--- config.mk ---
export PLATFORM = sky130hd
export DESIGN_NAME = instr_fetch
export DESIGN_NICKNAME = d
export VERILOG_FILES = /design/src/rtl/fetch_pkg.sv /design/src/rtl/ifid_reg.sv /design/src/rtl/instr_fetch.sv
export SDC_FILE = /design/constraint.sdc
export NUM_CORES = 1
export LEC_CHECK = 0
export ABC_CLOCK_PERIOD_IN_PS = 3550
export BUFFER_PORTS_ARGS = -buffer_cell sky130_fd_sc_hd__clkbuf_2
export CORE_ASPECT_RATIO = 1.4
export CORE_MARGIN = 4
export CORE_UTILIZATION = 45
export DETAILED_ROUTE_END_ITERATION = 8
export PLACE_DENSITY = 0.72
export SLEW_MARGIN = 20
export SYNTH_ARGS = -nofsm -noshare
export SYNTH_HDL_FRONTEND = slang
export SYNTH_SLANG_ARGS = --single-unit
export TNS_END_PERCENT = 50
--- constraint.sdc ---
create_clock -name i_clk -period 3.55 [get_ports i_clk]
set_clock_uncertainty 0.15 [all_clocks]
set_input_delay 0.355 -clock i_clk [delete_from_list [all_inputs] [get_ports i_clk]]
set_output_delay 0.355 -clock i_clk [all_outputs]
set_load 0.02 [all_outputs]
--- src/rtl/fetch_pkg.sv ---
// Shared fetch/decode types: fetch FSM states, the IF/ID payload struct,
// and instruction constants.
package fetch_pkg;

  typedef enum logic {
    RUN  = 1'b0,
    HALT = 1'b1
  } fetch_state_e;

  localparam logic [31:0] NOP_INSTR   = 32'h0000_0013;
  localparam logic [31:0] INSTR_BYTES = 32'd4;

  typedef struct packed {
    logic [31:0] pc;
    logic [31:0] instr;
  } ifid_t;

endpackage

--- src/rtl/ifid_reg.sv ---
// IF/ID output register with valid/ready handshake and flush.
// The register is free when empty or when its current entry transfers.
// Priority: flush > load > drain-on-transfer > hold.
module ifid_reg
  import fetch_pkg::*;
(
  input  logic        i_clk,
  input  logic        i_reset,
  input  logic        i_load,
  input  logic        i_flush,
  input  logic [31:0] i_pc,
  input  logic [31:0] i_instr,
  input  logic        i_ready,
  output logic        o_valid,
  output logic        o_free,
  output logic [31:0] o_pc,
  output logic [31:0] o_instr
);

  logic  valid_q, valid_d;
  ifid_t data_q, data_d;

  assign o_free  = !valid_q || i_ready;
  assign o_valid = valid_q;
  assign o_pc    = data_q.pc;
  assign o_instr = data_q.instr;

  // Next-state for the entry: flush clears, load captures, a transfer with no
  // replacement empties, otherwise the entry is held for decode.
  always_comb begin
    valid_d = valid_q;
    data_d  = data_q;
    if (i_flush) begin
      valid_d = 1'b0;
    end else if (i_load) begin
      valid_d      = 1'b1;
      data_d.pc    = i_pc;
      data_d.instr = i_instr;
    end else if (o_free) begin
      valid_d = 1'b0;
    end
  end

  // Register update with synchronous reset to an empty NOP entry.
  always_ff @(posedge i_clk) begin
    if (i_reset) begin
      valid_q      <= 1'b0;
      data_q.pc    <= '0;
      data_q.instr <= NOP_INSTR;
    end else begin
      valid_q <= valid_d;
      data_q  <= data_d;
    end
  end

endmodule

--- src/rtl/instr_fetch.sv ---
// Instruction fetch stage: PC, next-PC, redirect and fault handling in front
// of a combinational-read instruction memory. The IF/ID register lives in
// ifid_reg. Optional macro FETCH_PERF_EN adds transfer/flush counters.
module instr_fetch
  import fetch_pkg::*;
#(
  parameter logic [31:0] RESET_PC = 32'h0000_0000,
  parameter int unsigned IMEM_AW  = 13
) (
  input  logic               i_clk,
  input  logic               i_reset,
  output logic [IMEM_AW-1:0] o_imem_addr,
  input  logic [31:0]        i_imem_rdata,
  input  logic               i_redirect_valid,
  input  logic [31:0]        i_redirect_pc,
  input  logic               i_ready,
  output logic               o_valid,
  output logic [31:0]        o_instr,
  output logic [31:0]        o_pc,
  output logic               o_fault,
  output logic [31:0]        o_fault_pc
`ifdef FETCH_PERF_EN
  ,
  output logic [31:0]        o_fetch_cnt,
  output logic [31:0]        o_flush_cnt
`endif
);

  fetch_state_e state_q, state_d;
  logic [31:0]  pc_q, pc_d;
  logic         fault_q, fault_d;
  logic [31:0]  fault_pc_q, fault_pc_d;

  logic run;
  logic redir;
  logic free;
  logic pc_bad;
  logic take_fault;
  logic load;

  assign o_imem_addr = pc_q[IMEM_AW-1:0];
  assign o_fault     = fault_q;
  assign o_fault_pc  = fault_pc_q;

  assign run        = (state_q == RUN);
  assign redir      = run && i_redirect_valid;
  assign pc_bad     = (pc_q[1:0] != 2'b00) || (pc_q[31:IMEM_AW] != '0);
  assign take_fault = run && !redir && free && pc_bad;
  assign load       = run && !redir && free && !pc_bad;

  ifid_reg u_ifid (
    .i_clk   (i_clk),
    .i_reset (i_reset),
    .i_load  (load),
    .i_flush (redir),
    .i_pc    (pc_q),
    .i_instr (i_imem_rdata),
    .i_ready (i_ready),
    .o_valid (o_valid),
    .o_free  (free),
    .o_pc    (o_pc),
    .o_instr (o_instr)
  );

  // Next PC and fault capture; a redirect always pre-empts the fault check.
  always_comb begin
    state_d    = state_q;
    pc_d       = pc_q;
    fault_d    = fault_q;
    fault_pc_d = fault_pc_q;
    if (redir) begin
      pc_d = i_redirect_pc;
    end else if (take_fault) begin
      state_d    = HALT;
      fault_d    = 1'b1;
      fault_pc_d = pc_q;
    end else if (load) begin
      pc_d = pc_q + INSTR_BYTES;
    end
  end

  // PC / FSM / fault state with synchronous reset.
  always_ff @(posedge i_clk) begin
    if (i_reset) begin
      state_q    <= RUN;
      pc_q       <= RESET_PC;
      fault_q    <= 1'b0;
      fault_pc_q <= '0;
    end else begin
      state_q    <= state_d;
      pc_q       <= pc_d;
      fault_q    <= fault_d;
      fault_pc_q <= fault_pc_d;
    end
  end

`ifdef FETCH_PERF_EN
  logic [31:0] fetch_cnt_q, flush_cnt_q;

  assign o_fetch_cnt = fetch_cnt_q;
  assign o_flush_cnt = flush_cnt_q;

  // Count transfers and discarded valid entries; frozen once halted.
  always_ff @(posedge i_clk) begin
    if (i_reset) begin
      fetch_cnt_q <= '0;
      flush_cnt_q <= '0;
    end else if (run) begin
      if (o_valid && i_ready) begin
        fetch_cnt_q <= fetch_cnt_q + 32'd1;
      end
      if (redir && o_valid && !i_ready) begin
        flush_cnt_q <= flush_cnt_q + 32'd1;
      end
    end
  end
`else
  // No performance counters in this build.
`endif

endmodule

==> key figures, run 1 <==
Logic synthesis
  • Number of synthesized register bits: 130
  • Number of warnings reported in the yosys synthesis log: 0
  • Sequential fraction of the synthesis area: 0.480
  • Net count after synthesis: between 600 and 700
  • Synth async-reset ratio: 0
  • Distinct cell type count of the synthesized netlist: 41
  • Cell types with the largest area share after synthesis: sky130_fd_sc_hd__dfxtp_1 48%, sky130_fd_sc_hd__nand2_1 9.0%, sky130_fd_sc_hd__mux2i_1 8.5%, sky130_fd_sc_hd__a311oi_1 5.0%, sky130_fd_sc_hd__a31o_1 3.9%
  • Cell taking the most area after synthesis: sky130_fd_sc_hd__dfxtp_1
  • Number of flops mapped to enable cells by yosys: 0
  • Synthesized instance count: between 600 and 700
  • Synth top area share: 0.480
  • Post-synthesis instance area: between 5000 and 6000 sq um
  • Mean cell area of the mapped netlist: approximately 9.0 sq um
  • Top FF cell, synth: sky130_fd_sc_hd__dfxtp_1

Routing
  • Number of DRC markers in iteration 0: about 320
  • Vias per std cell: about 5.4
  • Routed length per placed instance: between 15 and 20 um
  • DR vias: roughly 5k
  • Post-route DRC violation count: 0
  • Remaining antenna violation count after routing: 0
  • Sum of routed wire length over all layers: ~15000 um
  • Pre-Repair DR Iteration Count: 5

Pwr
  • Worst IR Drop VDD: 0.000369 V
  • Share of total power in combinational logic: 0.119
  • Power spent charging and discharging nets: roughly 1.0 mW
  • Switching power share of the total: 0.268
  • Register share of total power: 0.409
  • PwrDens: between 500 and 600 nW/um^2
  • Leakage: ~2.9 nW
  • Internal Pwr Total: roughly 2.8 mW
  • Portion of total power attributed to the clock network: 0.473

Floorplanning
  • Height of the die: roughly 140 um
  • Area of the placeable core: 11800 sq um
  • Number of standard-cell rows in the floorplan: 47
  • # IOs: roughly 180
  • Initial cell density of the core: 0.459
  • Die ar.: between 10000 and 15000 sq um
  • Chip width: 101 um

CTS
  • Clk sink count: 130
  • Register clock-pin slew on the reported worst setup and hold paths: roughly 0.060 ns
  • CTS tree: built
  • Number of buffers added for setup after CTS: 0
  • Root Buffer Master: sky130_fd_sc_hd__clkbuf_16
  • Post-CTS Resized: 0
  • Clk_lat worst skew: ~0.41 ns
  • Num CTS Buffers: 17
  • Number of levels the H-tree was split into: 4
  • Number of buffers inserted by hold repair at cts: 0
  • Maximum buffer depth of the clock tree: 2

Worst setup path
  • Capture point of the worst path: u_ifid.o_pc[10]
  • Setup crit start: u_ifid.o_valid
  • CP arrival: 2.75 ns
  • Worst setup path category: register to register
  • Data required, critical path: 3.73 ns
  • Reg2Reg Capture Point: u_ifid.o_pc[10]
  • Setup slack on the worst flop-to-flop path: between 0.9 and 1 ns
  • Endpoint type of the worst setup path: register
  • Count of cells along the worst register-to-register path: 6
  • Category of the worst setup path launch point: register
  • Critical register-to-register path startpoint: u_ifid.o_valid
  • Maximum fanout along the worst path: 30

STA
  • RSZ-0062 raised after global routing: no
  • Total Neg Setup Slack: 0 ns
  • Fmax: between 300 and 400 MHz
  • Worst setup margin: 0.978 ns
  • Final count of hold timing violations: 0
  • Part of the cycle the worst path needs: 0.724
  • Clock period minus final worst setup slack: ~2.6 ns
  • Max_slew headroom: 0.455
  • Slew at the pin closest to its max-slew limit: about 0.82 ns
  • Max Slew Vio Count: 0
  • Setup violations, final: 0

Place
  • Final HPWL DP: between 10000 and 15000 um
  • Worst slack at placement: between 0.9 and 1 ns
  • IO Port Bufs: 178
  • Area after detailed placement: approximately 6300 sq um
  • Routability-driven placement congestion ratio: ~0.83

Global route
  • Initial antenna violation count: 0
  • Wire length of the first global-routing pass: approximately 24000 um
  • Combined global-route utilization of all metal layers: 0.217
  • Vias in the first global route: between 4k and 5k
  • Largest net degree at the start of global routing: 44
  • Congestion Overflow GR: 0

Layout
  • Multi-input gate area: 2370 sq um
  • Area used by sequential logic in the layout: between 2000 and 3000 sq um
  • Fraction of layout cells with a size suffix above 1: 0.315
  • Most common cell after layout, fill and taps aside: sky130_fd_sc_hd__clkbuf_2
  • Most frequent cells in the layout: 178 x sky130_fd_sc_hd__clkbuf_2, 130 x sky130_fd_sc_hd__nand2_1, 130 x sky130_fd_sc_hd__dfxtp_1
  • Total of fill cells in the finished design: approximately 1.1k
  • NumNets Final: between 800 and 900
  • Area growth, synth to finish: 27.3%
  • Design Area, Final: a little under 7000 sq um
  • Number of inserted diodes: 0

Flow run
  • Max-cap violation count: 0

Min path
  • Type of the worst min-delay path: input pin to register

Status
  • Result of the run: completed
-- Yosys cell counts (2+ instances only) --
| cell | count |
|---|---|
| sky130_fd_sc_hd__a31o_2 | 4 |
| sky130_fd_sc_hd__buf_6 | 4 |
| sky130_fd_sc_hd__o21ai_0 | 3 |
| sky130_fd_sc_hd__buf_2 | 8 |
| sky130_fd_sc_hd__nor3_1 | 4 |
| sky130_fd_sc_hd__nor2b_1 | 3 |
| sky130_fd_sc_hd__and2_1 | 23 |
| sky130_fd_sc_hd__nor4_1 | 5 |
| sky130_fd_sc_hd__nand4_1 | 12 |
| sky130_fd_sc_hd__nand2_1 | 130 |
| sky130_fd_sc_hd__o21a_1 | 2 |
| sky130_fd_sc_hd__mux2i_1 | 46 |
| sky130_fd_sc_hd__or3_1 | 2 |
| sky130_fd_sc_hd__and4_1 | 2 |
| sky130_fd_sc_hd__a311oi_1 | 31 |
| sky130_fd_sc_hd__nand2b_1 | 2 |
| sky130_fd_sc_hd__buf_4 | 20 |
| sky130_fd_sc_hd__a31oi_1 | 5 |
| sky130_fd_sc_hd__a31o_1 | 24 |
| sky130_fd_sc_hd__o211ai_1 | 10 |
| sky130_fd_sc_hd__buf_1 | 7 |
| sky130_fd_sc_hd__inv_1 | 31 |
| sky130_fd_sc_hd__a21o_1 | 2 |
| sky130_fd_sc_hd__dfxtp_1 | 130 |
| sky130_fd_sc_hd__nor4_2 | 4 |
| sky130_fd_sc_hd__nor4b_1 | 5 |
| sky130_fd_sc_hd__and3_1 | 5 |
| sky130_fd_sc_hd__nor2_1 | 17 |
| sky130_fd_sc_hd__clkbuf_1 | 26 |
| sky130_fd_sc_hd__a21oi_1 | 21 |
| sky130_fd_sc_hd__nand3_1 | 3 |
-- state kept, by name, summed over array words and instances, names as in the netlist --
signal          flops
u_ifid.o_valid      1
pc_q               32
o_fault_pc         32
u_ifid.o_instr     32
u_ifid.o_pc        32
o_fault             1
-- cell type report --
| type | count | share of cell area |
|---|---|---|
| Timing Repair Buffer | 191 | 0.145 |
| Clock inverter | 13 | 0.0254 |
| Multi-Input combinational cell | 374 | 0.343 |
| Tap cell | 147 | 0.0266 |
| Clock buffer | 19 | 0.0656 |
| Inverter | 32 | 0.0176 |
| Sequential cell | 130 | 0.377 |
-- power by group through the flow --
stage / Clock, mW / Sequential (mW) / Combinational (mW)
6_report: 1.82 / 1.58 / 0.458
5_1_grt: 1.92 / 1.59 / 0.498
4_1_cts: 1.85 / 1.58 / 0.458
3_5_place_dp: 0 / 1.61 / 0.454
3_3_place_gp: 0 / 1.60 / 0.446
2_1_floorplan: 0 / 1.62 / 0.306
-- worst max-delay path: stages (launching register included) --
cell and delay [ns]:
sky130_fd_sc_hd__dfxtp_1 0.31, sky130_fd_sc_hd__nor2b_1 0.20, sky130_fd_sc_hd__nor3_4 0.26, sky130_fd_sc_hd__buf_4 0.40, sky130_fd_sc_hd__and3_2 0.64, sky130_fd_sc_hd__buf_12 0.26, sky130_fd_sc_hd__mux2i_1 0.23
-- routing by layer --
layer  GRT usage  part of all wire  vias up
li1            -                 -     2372
met1       0.240              0.38     2333
met2       0.389              0.52      185
met3      0.0614             0.076       17
met4      0.0831             0.016        0
met5           0                 0        -
-- worst min path at each step --
stage | from | end | slack, ns | cells past startpoint
2_1_floorplan | pc_q[27] | pc_q[27] | 0.30 | 2
6_report | i_redirect_pc[23] | pc_q[23] | 0.01 | 3
3_3_place_gp | u_ifid.o_pc[15] | u_ifid.o_pc[15] | 0.29 | 1
4_1_cts | i_redirect_pc[23] | pc_q[23] | 0.002 | 3
3_5_place_dp | u_ifid.o_pc[26] | u_ifid.o_pc[26] | 0.30 | 1
5_1_grt | i_redirect_pc[23] | pc_q[23] | 0.002 | 3
-- kinds of logic (layout without fill, tap and decap cells) --
logic type      after synthesis  in the layout  share of synthesized area
fa+ha+maj                     1              1                    0.00231
mux                          46             46                     0.0849
buf+inv                      97            255                     0.0883
flops                       130            130                      0.480
compound gates              107            107                      0.151
simple gates                220            220                      0.194
-- through the flow --
| stage | cells | power (mW) | util | hold slack [ns] |
|---|---|---|---|---|
| global route | 906 | 4.00 | 0.584 | 0.00209 |
| global placement | 874 | 2.05 | 0.530 | 0.294 |
| detailed placement | 874 | 2.06 | 0.530 | 0.296 |
| finish | 906 | 3.86 | 0.584 | 0.0124 |
| CTS | 906 | 3.89 | 0.584 | 0.00167 |
| floorplan | 601 | 1.93 | - | 0.299 |
Note: power is estimated with default switching activity, not from simulation.
==> inputs of run 2 (changes only) <==
- ABC_CLOCK_PERIOD_IN_PS: 3550 -> 2300
- PLACE_DENSITY: 0.72 -> 0.75
- clock period: 3.55 -> 2.3 ns (I/O delays scaled with it)
==> run 2 against run 1 <==
Combinational power up 78%. Critical path depth down 1. Clock power grew 56%. Via count up 6.8%. Worst hold slack gained 0.013 ns. Sequential cell count unchanged. Maximum frequency grew 19%. Worst setup slack worse by 0.84 ns. Register-to-register slack worse by 0.84 ns. Sequential share of layout area down 3.4 points. Final cell count grew 7.5%. Sequential power rose by 54%. Largest power group unchanged.
==> key figures, run 2 (synthesis gave the netlist of run 1 again) <==
Worst setup path
  • Endpoint type of the worst setup path: register
  • Crit path cell chain: nor4_2 -> and4_1 -> buf_4 -> a311oi_1 -> a2111oi_2
  • Worst path slowest cell: sky130_fd_sc_hd__buf_4
  • Worst setup path category: register to register
  • Total stage count of the critical path: 5 (-1)
  • Category of the worst setup path launch point: register
  • CP arrival: 2.32 ns (-0.43 ns)
  • Number of buffer and inverter instances along the worst setup path: 1 (-1)
  • Setup crit start: pc_q[0]
  • Data required, critical path: 2.46 ns (-1.27 ns)
  • Maximum fanout along the worst path: 39 (+30%)
  • Count of cells along the worst register-to-register path: 5 (-1)
  • Critical register-to-register path startpoint: pc_q[0]
  • Critical path's top delay family: simple AND/OR/NAND/NOR gates
  • Largest stage delay on the critical path: 0.40 ns (-0.24 ns)

Global route
  • Combined global-route utilization of all metal layers: 0.232 (+0.0146)
  • Wire length of the first global-routing pass: 25200 um (+6.5%)
  • Vias in the first global route: 5243 (+9.1%)
  • Congestion Overflow GR: 0 (unchanged)
  • Largest net degree at the start of global routing: 45 (+2.3%)
  • Initial antenna violation count: 0 (unchanged)

Pwr
  • Switching power share of the total: 0.261 (-0.00720)
  • Portion of total power attributed to the clock network: 0.467 (-0.006)
  • Power spent charging and discharging nets: 1.59 mW (+54%)
  • Worst IR Drop VDD: 0.000617 V (+67%)
  • Overall power: 6.10 mW (+58%)
  • PwrDens: 802 nW/um^2 (+44%)
  • Leakage: 3.23 nW (+10%)
  • Share of total power in combinational logic: 0.134 (+0.015)
  • Internal Pwr Total: 4.50 mW (+59%)
  • Register share of total power: 0.400 (-0.009)

Layout
  • Number of inserted diodes: 0 (unchanged)
  • Non-filler cells in the finished layout: 974 (+7.5%)
  • Design Area, Final: 7600 sq um (+10%)
  • NumNets Final: 883 (+8.3%)
  • Area growth, synth to finish: 40.0%
  • Most frequent cells in the layout: 178 x sky130_fd_sc_hd__clkbuf_2, 130 x sky130_fd_sc_hd__nand2_1, 130 x sky130_fd_sc_hd__dfxtp_1
  • Fraction of layout cells with a size suffix above 1: 0.297 (-0.0174)
  • Most common cell after layout, fill and taps aside: sky130_fd_sc_hd__clkbuf_2
  • End-of-flow core utilization: 0.643 (+0.0585)

Flow run
  • Max-cap violation count: 0 (unchanged)

Floorplanning
  • Height of the die: 138 um (unchanged)
  • Die ar.: 13900 sq um (unchanged)
  • Chip width: 101 um (unchanged)
  • Area of the placeable core: 11800 sq um (unchanged)
  • Number of standard-cell rows in the floorplan: 47 (unchanged)
  • Initial cell density of the core: 0.459 (unchanged)
  • # IOs: 179 (unchanged)

Min path
  • HP Start: i_redirect_pc[6]
  • Depth of the worst hold-timing path: 4 (+1)
  • Type of the worst min-delay path: input pin to register

Routing
  • DR vias: 5243 (+6.8%)
  • Vias per std cell: 5.38 (-0.61%)
  • Post-route DRC violation count: 0 (unchanged)
  • Number of DRC markers in iteration 0: 237 (-27%)
  • Remaining antenna violation count after routing: 0 (unchanged)
  • Pre-Repair DR Iteration Count: 4 (-1)
  • Sum of routed wire length over all layers: 16400 um (+6.9%)
  • Routed length per placed instance: 16.8 um (-0.56%)

Place
  • Final HPWL DP: 11100 um (+4.4%)
  • Cell Count Post-Placement: 882 (+0.92%)
  • Routability-driven placement congestion ratio: 0.863 (+3.6%)
  • Area after detailed placement: 6350 sq um (+1.4%)
  • Worst slack at placement: 0.0711 ns (-0.924 ns)
  • IO Port Bufs: 178 (unchanged)

CTS
  • Maximum buffer depth of the clock tree: 2 (unchanged)
  • Clk_lat worst skew: 0.42 ns (about the same)
  • Root Buffer Master: sky130_fd_sc_hd__clkbuf_16
  • Num CTS Buffers: 17 (unchanged)
  • CTS tree: built
  • Register clock-pin slew on the reported worst setup and hold paths: 0.06 ns (about the same)
  • Number of buffers added for setup after CTS: 0 (unchanged)
  • Clk sink count: 130 (unchanged)
  • Number of levels the H-tree was split into: 4 (unchanged)

Status
  • Result of the run: completed

STA
  • Max Slew Vio Count: 0 (unchanged)
  • Slew at the pin closest to its max-slew limit: 0.770 ns (-0.0472 ns)
  • Clock period minus final worst setup slack: 2.16 ns (-0.411 ns)
  • Part of the cycle the worst path needs: 0.940 (+0.215)
  • Worst setup margin: 0.139 ns (-0.839 ns)
  • Setup violations, final: 0 (unchanged)
  • Fmax: 463 MHz (+19%)
  • Total Neg Setup Slack: 0 ns (unchanged)
  • Final count of hold timing violations: 0 (unchanged)
  • RSZ-0062 raised after global routing: no
  • Max_slew headroom: 0.485 (+0.0299)
  • Worst hold margin: 0.0251 ns (+0.0127 ns)
run 2: cell type report:
cell class / count / area [sq um]
Inverter: 32 / 121
Clock buffer: 19 / 443
Clock inverter: 13 / 184
Tap cell: 147 / 184
Multi-Input combinational cell: 374 / 2370
Sequential cell: 130 / 2600
Fill cell: 947 / 4220
Timing Repair Buffer: 259 / 1690
run 2: routing by layer:
metal  share of wire  vias to the layer above  GRT usage  wire, um
li1                -                     2513          -         -
met1            0.37                     2495      0.245      6030
met2            0.53                      191      0.421      8710
met3           0.060                       44     0.0584       987
met4           0.039                        0      0.115       644
met5               0                        -          0         0
run 2: worst register-to-register path, delay by kind of cell, from the launching register on:
kind | cells | cell delay [ns]
AOI/OAI and AO/OA | 2 | 0.47
and+or+nand+nor | 2 | 0.70
buffers and inverters | 1 | 0.40
DFF | 1 | 0.34
run 2: worst paths after layout:
path / to / slack, ns
max: pc_q[4] / 0.14
min: pc_q[6] / 0.03
max reg2reg: pc_q[4] / 0.14
min reg2reg: o_fault_pc[28] / 0.31
run 2: power groups by stage:
stage	Clock [mW]	Combinational (mW)	Sequential, mW
6_report	2.84	0.815	2.44
5_1_grt	2.99	0.881	2.45
4_1_cts	2.88	0.803	2.43
2_1_floorplan	0	0.472	2.50
3_5_place_dp	0	0.719	2.48
3_3_place_gp	0	0.699	2.48
run 2: repair_timing:
action,in CTS,in global routing
gates resized for setup,0,2
hold endpoints to repair,60,0
setup endpoints to repair,0,4
hold buffers,60,0
